`config.mk`:
```
export PLATFORM = sky130hd
export DESIGN_NAME = vmicro16_timer_multi_apb
export DESIGN_NICKNAME = d
export VERILOG_FILES = /design/src/rtl/vmicro16_timer_multi_apb.sv
export SDC_FILE = /design/constraint.sdc
export NUM_CORES = 1
export LEC_CHECK = 0
export BUFFER_PORTS_ARGS = -buffer_cell sky130_fd_sc_hd__clkbuf_2
export CORE_MARGIN = 2
export CORE_UTILIZATION = 50
export CTS_CLUSTER_DIAMETER = 80
export DETAILED_ROUTE_END_ITERATION = 10
export PLACE_DENSITY_LB_ADDON = 0.2
export SKIP_LAST_GASP = 1
export SLEW_MARGIN = 30
export SYNTH_ARGS = -nofsm -noshare
export SYNTH_HDL_FRONTEND = slang
export SYNTH_SLANG_ARGS = --single-unit
```
`constraint.sdc`:
```
create_clock -name clk -period 8.45 [get_ports clk]
set_clock_uncertainty 0.05 [all_clocks]
set_input_delay 0.845 -clock clk [delete_from_list [all_inputs] [get_ports clk]]
set_output_delay 0.845 -clock clk [all_outputs]
set_load 0.05 [all_outputs]
```
`src/rtl/vmicro16_timer_multi_apb.sv`:
```
// ---------------------------------------------------------------------------
// vmicro16_timer_multi_apb
//
// Multi-channel APB timer/counter slave. Each channel is an independent
// down-counter with a load register, an 8-bit prescaler (divide by PRE+1),
// one-shot or periodic mode, a sticky pending flag with overrun detection
// and a maskable interrupt line.
//
// Register map (per channel, S_PADDR[1:0]):
//   0 LOAD   R/W  reload value; writing also restarts count and prescaler
//   1 COUNT  RO   current count
//   2 CTRL   R/W  b0 EN, b1 PERIODIC, b2 IE, b3 FORCE (self-clearing),
//                 b15:8 PRE
//   3 STATUS R/W1C b0 PEND, b1 OVR
// Channel select is S_PADDR[2 +: clog2(CHANNELS)]; out-of-range channels
// read 0 and ignore writes.
//
// Ports:
//   clk, reset       single clock, asynchronous active-high reset
//   S_PADDR ..       APB slave port, zero wait states
//   S_PRDATA         read data, 0 outside an access phase
//   S_PREADY         S_PSELx & S_PENABLE
//   irq              per-channel pending & IE
//   int_data         per-channel constant k+1, DATA_WIDTH bits per slice
// ---------------------------------------------------------------------------
module vmicro16_timer_multi_apb #(
    parameter int CHANNELS   = 4,
    parameter int DATA_WIDTH = 16,
    parameter int BUS_WIDTH  = 16
) (
    input  logic                           clk,
    input  logic                           reset,
    input  logic [BUS_WIDTH-1:0]           S_PADDR,
    input  logic                           S_PWRITE,
    input  logic                           S_PSELx,
    input  logic                           S_PENABLE,
    input  logic [DATA_WIDTH-1:0]          S_PWDATA,
    output logic [DATA_WIDTH-1:0]          S_PRDATA,
    output logic                           S_PREADY,
    output logic [CHANNELS-1:0]            irq,
    output logic [CHANNELS*DATA_WIDTH-1:0] int_data
);

    localparam int CW = (CHANNELS > 1) ? $clog2(CHANNELS) : 1;

    typedef enum logic [1:0] {
        REG_LOAD   = 2'd0,
        REG_COUNT  = 2'd1,
        REG_CTRL   = 2'd2,
        REG_STATUS = 2'd3
    } reg_e;

    logic            w_access;
    logic            w_wr;
    logic [CW-1:0]   w_ch;
    logic            w_ch_ok;
    reg_e            w_reg;
    logic            w_unused_addr;

    logic [DATA_WIDTH-1:0] w_rd [CHANNELS];

    assign w_access      = S_PSELx & S_PENABLE;
    assign w_wr          = w_access & S_PWRITE;
    assign w_ch          = S_PADDR[2 +: CW];
    assign w_reg         = reg_e'(S_PADDR[1:0]);
    assign w_ch_ok       = ({{(32-CW){1'b0}}, w_ch} < 32'(CHANNELS));
    assign w_unused_addr = ^S_PADDR;

    assign S_PREADY = w_access;

    generate
        for (genvar g = 0; g < CHANNELS; g++) begin : g_ch
            logic [DATA_WIDTH-1:0] r_load;
            logic [DATA_WIDTH-1:0] r_count;
            logic [7:0]            r_pcnt;
            logic [7:0]            r_pre;
            logic                  r_en;
            logic                  r_per;
            logic                  r_ie;
            logic                  r_pend;
            logic                  r_ovr;

            logic                  w_sel;
            logic                  w_wr_load;
            logic                  w_wr_ctrl;
            logic                  w_wr_stat;
            logic                  w_tick;
            logic                  w_run;
            logic                  w_ovr_keep;
            logic [DATA_WIDTH-1:0] w_ctrl_rd;
            logic [DATA_WIDTH-1:0] w_stat_rd;

            assign w_sel     = w_wr & w_ch_ok & (w_ch == CW'(g));
            assign w_wr_load = w_sel & (w_reg == REG_LOAD);
            assign w_wr_ctrl = w_sel & (w_reg == REG_CTRL);
            assign w_wr_stat = w_sel & (w_reg == REG_STATUS);
            assign w_tick    = r_en & (r_pcnt == r_pre);

            // Counting proceeds unless a LOAD write, a FORCE, or a CTRL
            // write clearing EN takes priority on this edge.
            assign w_run = r_en & ~w_wr_load
                         & ~(w_wr_ctrl & (S_PWDATA[3] | ~S_PWDATA[0]));

            // OVR after a concurrent W1C, before any expiry contribution.
            assign w_ovr_keep = r_ovr & ~(w_wr_stat & S_PWDATA[1]);

            always_ff @(posedge clk or posedge reset) begin
                if (reset) begin
                    r_load  <= '0;
                    r_count <= '0;
                    r_pcnt  <= '0;
                    r_pre   <= '0;
                    r_en    <= 1'b0;
                    r_per   <= 1'b0;
                    r_ie    <= 1'b0;
                    r_pend  <= 1'b0;
                    r_ovr   <= 1'b0;
                end else begin
                    if (w_wr_stat) begin
                        r_pend <= r_pend & ~S_PWDATA[0];
                        r_ovr  <= w_ovr_keep;
                    end

                    if (w_wr_ctrl) begin
                        r_en  <= S_PWDATA[0];
                        r_per <= S_PWDATA[1];
                        r_ie  <= S_PWDATA[2];
                        r_pre <= S_PWDATA[15:8];
                        if (S_PWDATA[3]) begin
                            r_count <= r_load;
                            r_pcnt  <= '0;
                        end else if (S_PWDATA[0] & ~r_en) begin
                            r_pcnt <= '0;
                        end
                    end

                    if (w_wr_load) begin
                        r_load  <= S_PWDATA;
                        r_count <= S_PWDATA;
                        r_pcnt  <= '0;
                    end

                    // Placed last so an expiry's PEND set and one-shot EN
                    // clear override the bus writes above.
                    if (w_run) begin
                        if (w_tick) begin
                            r_pcnt <= '0;
                            if (r_count != '0) begin
                                r_count <= r_count - DATA_WIDTH'(1);
                            end else begin
                                r_pend <= 1'b1;
                                r_ovr  <= w_ovr_keep | r_pend;
                                if (r_per) begin
                                    r_count <= r_load;
                                end else begin
                                    r_en <= 1'b0;
                                end
                            end
                        end else begin
                            r_pcnt <= r_pcnt + 8'd1;
                        end
                    end
                end
            end

            assign w_ctrl_rd = DATA_WIDTH'({r_pre, 5'b0, r_ie, r_per, r_en});
            assign w_stat_rd = DATA_WIDTH'({r_ovr, r_pend});

            assign w_rd[g] = (w_reg == REG_LOAD)  ? r_load    :
                             (w_reg == REG_COUNT) ? r_count   :
                             (w_reg == REG_CTRL)  ? w_ctrl_rd :
                                                    w_stat_rd;

            assign irq[g] = r_pend & r_ie;
            assign int_data[g*DATA_WIDTH +: DATA_WIDTH] = DATA_WIDTH'(g + 1);
        end
    endgenerate

    always_comb begin
        S_PRDATA = '0;
        if (w_access && w_ch_ok) begin
            for (int unsigned k = 0; k < CHANNELS; k++) begin
                if (w_ch == CW'(k)) begin
                    S_PRDATA = w_rd[k];
                end
            end
        end
    end

endmodule
```
==> After elaboration in Yosys (flattened, before gate mapping) <==
Cells that the tools add are included.
{ "totals": {"mem_bits_ro": 0, "word_cells": 269, "in_bits": 37, "regBits": 212, "mem_count": 0, "latch_bits": 0, "ramBits": 0} }
{ "classes": {"multipliers": 0, "muxes": 121, "bitwise_logic": 76, "n_div": 0, "eq_ne": 10, "add_sub_neg": 8, "n_shift": 0, "order_cmp": 0, "n_reduce_logical": 18} }
{ "op_table": {"columns": ["operator", "n"], "rows": [
  ["$mux W16", 45],
  ["$mux W8", 24],
  ["$reduce_bool A16 Y1", 4],
  ["$sub A16 B1 Y16 const B", 4],
  ["$and A1 B1 Y1", 54],
  ["$mux W1", 52],
  ["$add A8 B1 Y8 const B", 4],
  ["$eq A8 B8 Y1", 4],
  ["$not A1 Y1", 17],
  ["$reduce_bool A4 Y1", 4],
  ["$reduce_bool A3 Y1", 4],
  ["$eq A2 B2 Y1 const B", 4],
  ["$reduce_and A2 Y1", 4],
  ["$or A1 B1 Y1", 5],
  ["$eq A2 B1 Y1 const B", 2],
  ["$logic_not A2 Y1", 2]
]} }

==> Logic depth before layout (Yosys ltp) <==
Gate-level depths: netlist of run 1.
{ "depth": {"ltp_word": 11, "ltp_mapped": 9, "ltp_nobuf": 7} }

==> Least setup slack after synthesis of run 1 <==
Ideal clock, no wire load.
{ "synth_timing": {"path_kind": "input to output", "from": "in S_PADDR[1]", "to": "out S_PRDATA[10]", "t_required_ns": 7.555, "t_arrival_ns": 3.140, "cell_stages": 7, "n_path_buf": 4, "slack_ns": 4.415, "path_cell_list": "buf_2 > nor2b_1 > buf_2 > buf_2 > buf_1 > a21oi_1 > a221oi_1"} }
{ "synth_between": {"elab_chain_cells": 9, "word_cells_on_any_way": 20} }
{ "synth_rtl": {"columns": ["element", "line", "rtl"], "rows": [
  ["from (decl)", "33", "input logic [BUS_WIDTH-1:0] S_PADDR,"],
  ["$eq A2 B2 Y1", "171", "(w_reg == REG_CTRL) ? w_ctrl_rd :"],
  ["$mux W16", "171", null],
  ["$mux W16", "170", "(w_reg == REG_COUNT) ? r_count :"],
  ["$mux W16", "169", "assign w_rd[g] = (w_reg == REG_LOAD) ? r_load :"],
  ["$mux W16 (3 in series)", "183", "if (w_ch == CW'(k)) begin"],
  ["$mux W16 (*)", "183", null],
  ["$mux W16 (*)", "181", "if (w_access && w_ch_ok) begin"],
  ["to (decl)", "38", "output logic [DATA_WIDTH-1:0] S_PRDATA,"]
]} }
Mark *: on every way between the ends. The rest lies on a longest branch, timed or not.

==> Worst setup path in the final report of run 1 <==
{ "layout_timing": {"from": "in S_PADDR[0]", "to": "out S_PRDATA[2]"} }
The elaborated chain is that of the path after synthesis.

==> impl_summary.log, run 1 <==
[metrics] outcome: complete, no violations
[metrics] relative max-transition margin: 33.2%
[metrics] post-DR vias/cell: 6.22
[metrics] fraction of final layout cells with drive strength greater than 1: 17.4%
[metrics] starting density of the core: 50.6%
[metrics] worst hold path type: in2async
[metrics] clk_lat worst skew: 0.54 ns
[metrics] DRC violations left: 0
[metrics] clock tree from TritonCTS: yes
[metrics] time the final worst path needs with I/O delays and setup: 4.48 ns
[metrics] number of ports placed on the die boundary: 122
[metrics] primary flip-flop cell chosen by synthesis mapping: dfrtp_1
[metrics] number of clock sinks: 212
[metrics] die area: 30400 um2
[metrics] initial antenna violation count: 0
[metrics] number of buffers on the longest clock path: 3
[metrics] share of Yosys cell area claimed by the top area cell type: 36.6%
[metrics] via count of the first global-routing pass: 10910
[metrics] slowest cell on the critical path: mux4_2
[metrics] TritonRoute pass-1 iters: 5
[metrics] multi-input combinational cell area: 8240 um2
[metrics] initial DRC count: 1174
[metrics] vias: 11729
[metrics] buffers inserted by post-CTS timing repair: 0
[metrics] share of the yosys chip area belonging to registers: 36.6%
[metrics] setup TNS: 0 ns
[metrics] pin count of the biggest net entering global routing: 135
[metrics] Floorplan Core Area: 28600 um2
[metrics] final hold vios: 0
[metrics] # fillers: 2575
[metrics] number of pins exceeding their max-slew limit in the final report: 0
[metrics] CTS clock-pin slew for the worst setup and hold paths: 0.06 ns
[metrics] Max stage delay on crit path: 0.49 ns
[metrics] worst vdd ir: 0.000247 V
[metrics] number of buffers inserted during clock tree synthesis: 27
[metrics] first-pass GRT wire length: 66000 um
[metrics] most common cell type on the critical path: buf_4
[metrics] remaining antenna violation count: 0
[metrics] cells traversed along the worst timing path: buf_4, buf_4, nor2b_4, buf_4, a21oi_1, mux4_2, nor2_1, clkbuf_2
[metrics] average cell area after synthesis: 9.61 um2
[metrics] leakage: 7.11 nW
[metrics] routed len/inst: 22.4 um
[metrics] GRT Resource Usage Total: 27.6%
[metrics] number of enable flip-flop cells after synthesis: 0
[metrics] die width: 174 um
[metrics] top post-synthesis cells by area: dfrtp_1 37%, mux2_2 7.4%, mux2i_1 5.3%, nand2_1 4.3%, buf_4 3.7%
[metrics] setup repair after global routing missed its margin: no
[metrics] buffer cell driving the clock tree root: clkbuf_16
[metrics] Final Wtd Congestion: 0.929
[metrics] hold buffer count at cts: 0
[metrics] number of buffers added on ports: 45
[metrics] Syn Inst Count: 1507
[metrics] cell area power density: 296 nW/um2
[metrics] post-synth cell types: 84
[metrics] #FFs+latches synth: 212
[metrics] Layout area overhead: 6.93%
[metrics] overall routed net length: 42200 um
[metrics] number of placement rows: 62
[metrics] die height: 174 um
[metrics] overflow left after global routing: 0
[metrics] transition time of the tightest slew-check pin: 0.992 ns
[metrics] # setup viols final: 0
[metrics] number of max-cap violations: 0
[metrics] timing-limited maximum frequency: 223 MHz
[metrics] ratio of final minimum period to clock period: 53.1%
[metrics] cell accounting for the most synthesized area: dfrtp_1
[metrics] total area of sequential cells: 5310 um2
[metrics] Final #Nets: 1532
[metrics] WP data arrival: 3.59 ns
[metrics] fraction of synthesis flops using an asynchronous set or reset pin: 100%
[metrics] Gates resized, CTS repair: 0
[metrics] CP max FO: 50
[metrics] worst slack on hold paths: 0.345 ns
[metrics] category of the worst setup path launch point: primary input
[metrics] half-perimeter wire length after placement: 28200 um
[metrics] n_diodes: 0
[metrics] data required time at the worst endpoint: 7.56 ns
[metrics] Netlist Area Pre-Place: 14500 um2
[metrics] path type of the worst setup path: in2out
[metrics] count of H-tree levels built during CTS: 1
[metrics] kind of end point of the critical path: output pin
[metrics] Yosys warning total: 0
[cells by family after synthesis]
| logic type | after synthesis | synth area share (%) |
|---|---|---|
| buffers and inverters | 197 | 8.51 |
| AND/OR/NAND/NOR | 473 | 16.6 |
| adder cells (fa/ha/maj) | 12 | 1.04 |
| other | 2 | 0.0518 |
| flip-flops | 212 | 36.6 |
| multiplexers | 203 | 17.0 |
| AO/OA/AOI/OAI | 333 | 15.6 |
| XOR/XNOR | 75 | 4.53 |
[flip-flops by register name (all words and copies together), names as in the netlist]
register      cells
g_ch.r_count     64
g_ch.r_en         4
g_ch.r_ie         4
g_ch.r_load      64
g_ch.r_ovr        4
g_ch.r_pcnt      32
g_ch.r_pend       4
g_ch.r_per        4
g_ch.r_pre       32
[layout by cell type, fill, tap and decap left out, types with 14 or more instances in the layout]
| cell | netlist | final |
|---|---|---|
| xor2_1 | 31 | 31 |
| inv_1 | 23 | 22 |
| o22ai_1 | 48 | 48 |
| mux2_2 | 95 | 95 |
| nand2_1 | 166 | 166 |
| nand2b_1 | 14 | 14 |
| nor3_1 | 19 | 17 |
| mux2i_1 | 76 | 76 |
| conb_1 | 2 | 64 |
| dfrtp_1 | 212 | 212 |
| o21ai_0 | 44 | 44 |
| a21oi_1 | 61 | 61 |
| mux4_2 | 22 | 22 |
| a31oi_1 | 48 | 47 |
| clkbuf_16 | 0 | 27 |
| nor4_1 | 16 | 14 |
| nor2_1 | 107 | 106 |
| xnor2_1 | 44 | 44 |
| a22oi_1 | 15 | 15 |
| nand4_1 | 17 | 17 |
| a2bb2oi_1 | 43 | 43 |
| clkbuf_2 | 1 | 44 |
| nand3_1 | 45 | 45 |
[through the flow]
| step | setup WS (ns) | total power, mW | utilization, % | cells | instance area [um2] |
|---|---|---|---|---|---|
| detailed placement | 4.05 | 3.23 | 50.4 | 1838 | 14400 |
| CTS | 4.04 | 4.58 | 54.0 | 1887 | 15500 |
| global route | 3.95 | 4.85 | 54.1 | 1887 | 15500 |
| floorplan | 1.76 | 2.88 | - | 1569 | 14700 |
| global placement | 4.05 | 3.18 | 50.4 | 1838 | 14400 |
| finish | 3.97 | 4.59 | 54.1 | 1887 | 15500 |
[worst paths after layout]
| kind | startpoint | to | slack, ns | cells after the start |
|---|---|---|---|---|
| worst min register to register | g_ch[2].r_ovr | g_ch[2].r_ovr | 0.45 | 2 |
| worst max register to register | g_ch[3].r_count[0] | g_ch[3].r_count[3] | 5.68 | 6 |
| min in group clk | g_ch[2].r_ovr | g_ch[2].r_ovr | 0.45 | 2 |
| worst max-delay path | S_PADDR[0] | S_PRDATA[2] | 3.97 | 8 |
| worst min-delay path | reset | g_ch[0].r_load[12] | 0.35 | 2 |
| max in group asynchronous | reset | g_ch[1].r_count[0] | 6.77 | 3 |
[critical path: cells and delay by family]
kind            cells  cell delay [ns]
buf+inv             4             1.45
compound gates      1             0.24
simple gates        2             0.51
mux                 1             0.49
[synthesized netlist by cell type (4+ instances only)]
| library cell | n |
|---|---|
| nand4_1 | 17 |
| mux2i_1 | 76 |
| a21oi_1 | 61 |
| nand2_1 | 166 |
| nor2_1 | 107 |
| nor2b_1 | 5 |
| a221oi_1 | 4 |
| nand4b_1 | 5 |
| or3_1 | 8 |
| xnor2_1 | 44 |
| o22ai_1 | 48 |
| and3_1 | 11 |
| mux2_1 | 8 |
| nand3b_1 | 6 |
| and2_1 | 10 |
| buf_4 | 71 |
| mux4_2 | 22 |
| a2bb2oi_1 | 43 |
| mux2_2 | 95 |
| nor4_1 | 16 |
| a22oi_1 | 15 |
| xor2_1 | 31 |
| nor3b_1 | 4 |
| nor3_1 | 19 |
| nor4_2 | 6 |
| nand3_1 | 45 |
| o21ai_0 | 44 |
| and4_1 | 5 |
| ha_1 | 12 |
| clkbuf_1 | 38 |
| buf_2 | 39 |
| buf_6 | 20 |
| a22o_1 | 13 |
| or4_1 | 6 |
| a21o_1 | 5 |
| dfrtp_1 | 212 |
| o31ai_1 | 8 |
| nand2b_1 | 14 |
| a31oi_1 | 48 |
| nor4_4 | 4 |
| o41ai_1 | 4 |
| inv_1 | 23 |
| o211ai_1 | 7 |
[power breakdown]
| part | internal [mW] | total [mW] | switching (mW) |
|---|---|---|---|
| clock network | 0.878 | 1.34 | 0.461 |
| logic | 0.717 | 1.50 | 0.778 |
| registers | 1.29 | 1.76 | 0.470 |
[routing by layer]
metal	vias up	wire, um	global-route usage (%)
li1	5343	-	-
met1	5856	18800	40.5
met2	454	19500	43.6
met3	76	2810	3.15
met4	0	1160	7.35
met5	-	0	0
[cell type report]
class,count,share of cell area [%]
clock buffer,36,4.97
tap,384,3.10
timing repair buffer,58,2.12
inverter,24,0.662
sequential,212,34.2
multi-input combinational,1160,53.2
clock inverter,13,1.73
Note: power is estimated with default switching activity, not from simulation.
==> run 2: changes to the inputs <==
clock period = 4.1 ns   (was 8.45 ns; I/O delays follow)
==> run 2 against run 1 <==
  * First-iteration DRC count decreased by 0.34%
  * Clock power increased by 71%
  * Highest routed layer unchanged
  * Power increased by 96%
  * Routed wire length increased by 1.2%
  * Final area decreased by 0.89%
==> impl_summary.log, run 2 (synthesis results as in run 1) <==
[metrics] # setup viols final: 0 (unchanged)
[metrics] number of buffers on the longest clock path: 3 (unchanged)
[metrics] kind of end point of the critical path: output pin (unchanged)
[metrics] Final #Nets: 1539 (was 1532)
[metrics] Gates resized, CTS repair: 0 (unchanged)
[metrics] number of max-cap violations: 0 (unchanged)
[metrics] worst min-delay path startpoint: S_PWDATA[5]
[metrics] Final Wtd Congestion: 0.908 (was 0.929)
[metrics] vias: 11777 (was 11729)
[metrics] biggest regs: g_ch.r_count: 64 flops, g_ch.r_load: 64 flops (unchanged)
[metrics] Floorplan Core Area: 28600 um2 (unchanged)
[metrics] CP max FO: 47 (was 50)
[metrics] total internal power: 5.52 mW (was 2.88 mW)
[metrics] timing-limited maximum frequency: 311 MHz
[metrics] pin count of the biggest net entering global routing: 107 (was 135)
[metrics] most used cells in the layout excluding fill and tap cells: 212 x dfrtp_1, 166 x nand2_1, 107 x nor2_1 (was 212 x dfrtp_1, 166 x nand2_1, 106 x nor2_1)
[metrics] time the final worst path needs with I/O delays and setup: 3.22 ns
[metrics] length in cells of the worst reg-to-reg path: 7 (was 6)
[metrics] data required time at the worst endpoint: 3.64 ns (was 7.56 ns)
[metrics] number of pins exceeding their max-slew limit in the final report: 0 (unchanged)
[metrics] Combinational Power Share: 34.5% (was 32.6%)
[metrics] overall routed net length: 42700 um (was 42200 um)
[metrics] die height: 174 um (unchanged)
[metrics] share of power burned in registers: 40.1% (was 38.2%)
[metrics] worst slack on hold paths: 0.248 ns (was 0.345 ns)
[metrics] setup TNS: 0 ns (unchanged)
[metrics] post-DR vias/cell: 6.22 (about the same)
[metrics] outcome: complete, no violations (unchanged)
[metrics] routed len/inst: 22.6 um (was 22.4 um)
[metrics] TritonRoute pass-1 iters: 6 (was 5)
[metrics] category of the worst setup path launch point: primary input (unchanged)
[metrics] # fillers: 2611 (was 2575)
[metrics] cell depth of the worst hold path: 3
[metrics] worst hold path type: in2reg (was in2async)
[metrics] switching share of total power: 38.8% (was 37.2%)
[metrics] setup repair after global routing missed its margin: no (unchanged)
[metrics] number of ports placed on the die boundary: 122 (unchanged)
[metrics] remaining antenna violation count: 0 (unchanged)
[metrics] destination of the worst register-to-register timing path: g_ch[2].r_count[2] (was g_ch[3].r_count[3])
[metrics] startpoint of the most critical register-to-register path: g_ch[2].r_count[0] (was g_ch[3].r_count[0])
[metrics] die width: 174 um (unchanged)
[metrics] most common cell after layout, fill and taps aside: dfrtp_1 (unchanged)
[metrics] number of clock sinks: 212 (unchanged)
[metrics] buffer cell driving the clock tree root: clkbuf_16 (unchanged)
[metrics] number of placement rows: 62 (unchanged)
[metrics] initial antenna violation count: 1 (was 0)
[metrics] path type of the worst setup path: in2out (unchanged)
[metrics] relative max-transition margin: 37.4% (was 33.2%)
[metrics] worst vdd ir: 0.000406 V (was 0.000247 V)
[metrics] half-perimeter wire length after placement: 29200 um (was 28200 um)
[metrics] final hold vios: 0 (unchanged)
[metrics] CTS clock-pin slew for the worst setup and hold paths: 0.05 ns (was 0.06 ns)
[metrics] clock network fraction of design power: 25.5% (was 29.2%)
[metrics] transition time of the tightest slew-check pin: 0.937 ns (was 0.992 ns)
[metrics] cell area power density: 587 nW/um2 (was 296 nW/um2)
[metrics] leakage: 7.05 nW (was 7.11 nW)
[metrics] WP data arrival: 2.76 ns (was 3.59 ns)
[metrics] clk_lat worst skew: 0.54 ns (about the same)
[metrics] count of H-tree levels built during CTS: 1 (unchanged)
[metrics] ratio of final minimum period to clock period: 78.5%
[metrics] n_diodes: 0 (unchanged)
[metrics] overflow left after global routing: 0 (unchanged)
[metrics] Layout area overhead: 5.98% (was 6.93%)
[metrics] setup slack of the worst register-to-register path: 1.42 ns (was 5.68 ns)
[metrics] DRC violations left: 0 (unchanged)
[metrics] Endpoint, Worst Hold: g_ch[0].r_load[5]
[metrics] number of buffers inserted during clock tree synthesis: 26 (was 27)
[metrics] first-pass GRT wire length: 65600 um (was 66000 um)
[metrics] GRT Resource Usage Total: 27.7% (was 27.6%)
[metrics] via count of the first global-routing pass: 11020 (was 10910)
[metrics] initial DRC count: 1170 (was 1174)
[metrics] switching power: 3.50 mW (was 1.71 mW)
[metrics] fraction of final layout cells with drive strength greater than 1: 17.2% (was 17.4%)
[metrics] die area: 30400 um2 (unchanged)
[metrics] clock tree from TritonCTS: yes (unchanged)
[metrics] starting density of the core: 50.6% (unchanged)
[metrics] number of buffers added on ports: 45 (unchanged)
-- run 2: timing repair --
| action | in CTS | in global routing |
|---|---|---|
| hold buffers | 1 | 0 |
| setup buffers | 0 | 0 |
| hold endpoints to repair | 29 | 0 |
| setup endpoints to repair | 0 | 0 |
-- run 2: power groups by stage --
stage | logic, mW | clock network, mW | registers, mW
floorplan | 2.68 | 0 | 3.25
global placement | 2.97 | 0 | 3.58
detailed placement | 3.06 | 0 | 3.62
CTS | 3.09 | 2.33 | 3.59
global route | 3.42 | 2.42 | 3.71
finish | 3.11 | 2.29 | 3.61
-- run 2: worst max-delay path by stage --
stage / from / to
floorplan: reset / g_ch[0].r_count[0]
global placement: S_PADDR[0] / S_PRDATA[14]
detailed placement: S_PADDR[0] / S_PRDATA[14]
CTS: S_PADDR[0] / S_PRDATA[14]
global route: S_PADDR[0] / S_PRDATA[14]
finish: S_PADDR[0] / S_PRDATA[14]
-- run 2: area by class of cell --
cell class | count | area (um2) | area share [%]
flip-flops and latches | 212 | 5310 | 34.5
well taps | 384 | 480 | 3.13
clock buffers | 38 | 747 | 4.86
clock inverters | 8 | 92.6 | 0.603
multi-input cells | 1160 | 8220 | 53.6
repair buffers | 66 | 413 | 2.69
inverters | 24 | 93.8 | 0.611
-- run 2: worst max-delay path, stage by stage --
cell	delay (ns)
buf_4	0.63
buf_4	0.39
mux2i_1	0.13
nor2_1	0.10
a21oi_1	0.07
mux4_2	0.47
nor2_1	0.20
clkbuf_2	0.32
-- run 2: per-stage QoR --
stage,utilization (%),worst slack (ns),instance area [um2],cells,total power [mW]
6_report,53.6,0.884,15400,1892,9.01
3_3_place_gp,50.6,0.915,14500,1845,6.56
3_5_place_dp,50.6,0.907,14500,1845,6.68
4_1_cts,53.6,0.898,15300,1892,9.00
5_1_grt,53.6,0.817,15400,1892,9.55
2_1_floorplan,-,0.884,14700,1569,5.93
-- run 2: routing by layer --
metal  vias up  wire length, um  track usage [%]
li1       5360                -                -
met1      5872            17900             38.0
met2       480            19700             43.6
met3        65             3680             5.73
met4         0             1470             9.73
met5         -                0                0
==> run 3: changes to the inputs <==
ABC_AREA = 1   (was default)
clock period = 3.08 ns   (was 4.1 ns; I/O delays follow)
==> run 3 against run 2 <==
  * Largest power group is now combinational cells
  * Largest cell class unchanged
  * Sequential share of layout area decreased by 5.4 points
  * First-iteration DRC count increased by 82%
  * Die area increased by 13%
  * Routed wire length increased by 42%
  * Power increased by 44%
  * Area after synthesis increased by 14%
  * Via count increased by 53%
  * Utilization increased by 2.4 points
==> impl_summary.log, run 3 <==
[metrics] number of ports placed on the die boundary: 122 (unchanged)
[metrics] cells traversed along the worst timing path: clkbuf_2, nand2_1, clkinv_1, nor2_1, o211ai_1, nand2_1, nand3_1, a21oi_1, clkbuf_2 (was buf_4, buf_4, mux2i_1, nor2_1, a21oi_1, mux4_2, nor2_1, clkbuf_2)
[metrics] leakage: 9.87 nW (was 7.05 nW)
[metrics] via count of the first global-routing pass: 16376 (was 11020)
[metrics] CP max FO: 13 (was 47)
[metrics] n_diodes: 0 (unchanged)
[metrics] relative max-transition margin: 54.6% (was 37.4%)
[metrics] timing-limited maximum frequency: 367 MHz
[metrics] data required time at the worst endpoint: 2.72 ns (was 3.64 ns)
[metrics] overall routed net length: 60500 um (was 42700 um)
[metrics] Floorplan Core Area: 32500 um2 (was 28600 um2)
[metrics] clock tree from TritonCTS: yes (unchanged)
[metrics] buffer cell driving the clock tree root: clkbuf_16 (unchanged)
[metrics] number of clock sinks: 212 (unchanged)
[metrics] commonest cells in the netlist: 1254 x nand2_1, 241 x inv_1, 217 x o21ai_0, 212 x dfrtp_1, 185 x nor2_1 (was 212 x dfrtp_1, 166 x nand2_1, 107 x nor2_1, 95 x mux2_2, 76 x mux2i_1)
[metrics] number of enable flip-flop cells after synthesis: 0 (unchanged)
[metrics] Final #Nets: 2798 (was 1539)
[metrics] top post-synthesis cells by area: dfrtp_1 32%, nand2_1 29%, o21ai_0 6.6%, inv_1 5.5%, nand3_1 4.3% (was dfrtp_1 37%, mux2_2 7.4%, mux2i_1 5.3%, nand2_1 4.3%, buf_4 3.7%)
[metrics] most common cell after layout, fill and taps aside: nand2_1 (was dfrtp_1)
[metrics] remaining antenna violation count: 0 (unchanged)
[metrics] transition time of the tightest slew-check pin: 0.681 ns (was 0.937 ns)
[metrics] share of the yosys chip area belonging to registers: 32.2% (was 36.6%)
[metrics] WP data arrival: 2.37 ns (was 2.76 ns)
[metrics] Layout area overhead: 10.3% (was 5.98%)
[metrics] initial antenna violation count: 3 (was 1)
[metrics] fraction of synthesis flops using an asynchronous set or reset pin: 100% (unchanged)
[metrics] Final Wtd Congestion: 1.04 (was 0.908)
[metrics] #FFs+latches synth: 212 (unchanged)
[metrics] path type of the worst setup path: in2out (unchanged)
[metrics] post-layout total power: 13.0 mW (was 9.01 mW)
[metrics] overflow left after global routing: 0 (unchanged)
[metrics] number of buffers on the longest clock path: 3 (unchanged)
[metrics] number of max-cap violations: 0 (unchanged)
[metrics] post-synth cell types: 37 (was 84)
[metrics] time the final worst path needs with I/O delays and setup: 2.73 ns
[metrics] cell accounting for the most synthesized area: dfrtp_1 (unchanged)
[metrics] die height: 186 um (was 174 um)
[metrics] most used cells in the layout excluding fill and tap cells: 1254 x nand2_1, 240 x inv_1, 217 x o21ai_0 (was 212 x dfrtp_1, 166 x nand2_1, 107 x nor2_1)
[metrics] slowest cell on the critical path: clkinv_1 (was buf_4)
[metrics] biggest regs: g_ch.r_count: 64 flops, g_ch.r_load: 64 flops (unchanged)
[metrics] post-DR vias/cell: 5.59 (was 6.22)
[metrics] count of H-tree levels built during CTS: 1 (unchanged)
[metrics] GRT Resource Usage Total: 35.9% (was 27.7%)
[metrics] starting density of the core: 50.8% (was 50.6%)
[metrics] initial DRC count: 2135 (was 1170)
[metrics] Yosys warning total: 0 (unchanged)
[metrics] outcome: complete, no violations (unchanged)
[metrics] share of Yosys cell area claimed by the top area cell type: 32.2% (was 36.6%)
[metrics] number of placement rows: 66 (was 62)
[metrics] DRC violations left: 0 (unchanged)
[metrics] Gates resized, CTS repair: 0 (unchanged)
[metrics] category of the worst setup path launch point: primary input (unchanged)
[metrics] most frequent cell after synthesis: nand2_1 (was dfrtp_1)
[metrics] ratio of final minimum period to clock period: 88.5%
[metrics] cell area power density: 716 nW/um2 (was 587 nW/um2)
[metrics] TritonRoute pass-1 iters: 6 (unchanged)
[metrics] Netlist Area Pre-Place: 16500 um2 (was 14500 um2)
[metrics] Syn Inst Count: 2713 (was 1507)
[metrics] worst vdd ir: 0.000553 V (was 0.000406 V)
[metrics] primary flip-flop cell chosen by synthesis mapping: dfrtp_1 (unchanged)
[metrics] kind of end point of the critical path: output pin (unchanged)
[metrics] number of pins exceeding their max-slew limit in the final report: 0 (unchanged)
[metrics] die area: 34400 um2 (was 30400 um2)
[metrics] first-pass GRT wire length: 94300 um (was 65600 um)
[metrics] pin count of the biggest net entering global routing: 100 (was 107)
[metrics] die width: 186 um (was 174 um)
[metrics] worst hold path type: in2reg (unchanged)
[metrics] number of buffers inserted during clock tree synthesis: 28 (was 26)
[metrics] vias: 17962 (was 11777)
[metrics] fraction of final layout cells with drive strength greater than 1: 7.62% (was 17.2%)
[metrics] average cell area after synthesis: 6.07 um2 (was 9.61 um2)
[metrics] Max stage delay on crit path: 0.40 ns (was 0.63 ns)
[metrics] number of buffers added on ports: 45 (unchanged)
[metrics] setup repair after global routing missed its margin: no (unchanged)
[metrics] half-perimeter wire length after placement: 43600 um (was 29200 um)
[metrics] routed len/inst: 18.8 um (was 22.6 um)
[metrics] CTS clock-pin slew for the worst setup and hold paths: 0.06 ns (was 0.05 ns)
[metrics] setup TNS: 0 ns (unchanged)
[metrics] # setup viols final: 0 (unchanged)
[metrics] clk_lat worst skew: 0.58 ns (was 0.54 ns)
[metrics] final hold vios: 0 (unchanged)
[run 3: cell types whose count changed in the layout (fill, tap and decap cells not counted), sizes merged, moves of 26 or more]
cell and change:
nand3 +104, a2bb2oi -44, inv +234, nor4 -26, xnor2 -36, a31oi -48, buf +50, mux2i -77
nor2 +103, o22ai -44, nand2 +1092, nand4 +41, o21ai +191, mux2 -103
[run 3: worst max-delay path: cells and delay by family]
family          cells  cell delay (ns)
simple gates        4             0.57
buf+inv             3             1.03
compound gates      2             0.45
[run 3: what timing repair did]
action | 4_1_cts | 5_1_grt
endpoints found under the hold margin | 212 | 0
setup endpoints to repair | 0 | 0
hold buffers | 1 | 0
setup buffers | 0 | 0
[run 3: power by group]
group / leakage (nW) / internal, mW / switching (mW)
logic: 6.65 / 1.74 / 3.56
clock network: 0.480 / 2.13 / 1.41
registers: 2.74 / 3.36 / 0.818
total: 9.87 / 7.23 / 5.78
[run 3: kinds of logic (layout without fill, tap and decap cells)]
group | after synthesis | after routing | synth area share [%]
AOI/OAI and AO/OA | 330 | 330 | 10.9
xor gates and xnor gates | 39 | 39 | 2.07
adders and majority gates | 12 | 12 | 0.911
buffers and inverters | 421 | 416 | 11.6
DFF | 212 | 212 | 32.2
other | 2 | 64 | 0.0456
and+or+nand+nor | 1697 | 1697 | 42.3
[run 3: layout make-up]
| class | instances | area, um2 |
|---|---|---|
| Fill cell | 3292 | 14300 |
| Multi-Input combinational cell | 2142 | 9490 |
| Sequential cell | 212 | 5310 |
| Inverter | 259 | 978 |
| Timing Repair Buffer | 106 | 863 |
| Clock buffer | 36 | 781 |
| Tap cell | 442 | 553 |
| Clock inverter | 15 | 206 |
[run 3: final timing paths]
| kind | from | to | slack, ns | cells past startpoint |
|---|---|---|---|---|
| max | S_PADDR[0] | S_PRDATA[12] | 0.35 | 9 |
| min | S_PWDATA[5] | g_ch[2].r_load[5] | 0.09 | 3 |
| max reg2reg | g_ch[3].r_count[8] | g_ch[3].r_count[4] | 0.91 | 7 |
| min reg2reg | g_ch[1].r_pre[5] | g_ch[1].r_pre[5] | 0.44 | 2 |
| max in group asynchronous | reset | g_ch[2].r_pre[3] | 2.08 | 4 |
| min in group asynchronous | reset | g_ch[1].r_pcnt[3] | 0.39 | 4 |
[run 3: routing by layer]
| layer | up-vias | wire, um | GRT usage (%) |
|---|---|---|---|
| met2 | 1012 | 25000 | 52.2 |
| met3 | 161 | 7290 | 8.43 |
| met4 | 4 | 2870 | 14.9 |
| met1 | 8259 | 25300 | 51.0 |
| li1 | 8526 | - | - |
| met5 | - | 29 | 0 |
[run 3: stage by stage]
| step | setup WS (ns) | util [%] | area, um2 | hold WS [ns] | cells |
|---|---|---|---|---|---|
| after global routing | 0.281 | 56.0 | 18200 | 0.0907 | 3212 |
| after floorplan | -0.0342 | - | 16700 | 0.386 | 2775 |
| final | 0.354 | 56.0 | 18200 | 0.0897 | 3212 |
| after detailed placement | 0.461 | 52.9 | 17200 | 0.425 | 3160 |
| after CTS | 0.384 | 56.0 | 18200 | 0.0653 | 3212 |
| after global placement | 0.472 | 52.9 | 17200 | 0.421 | 3160 |
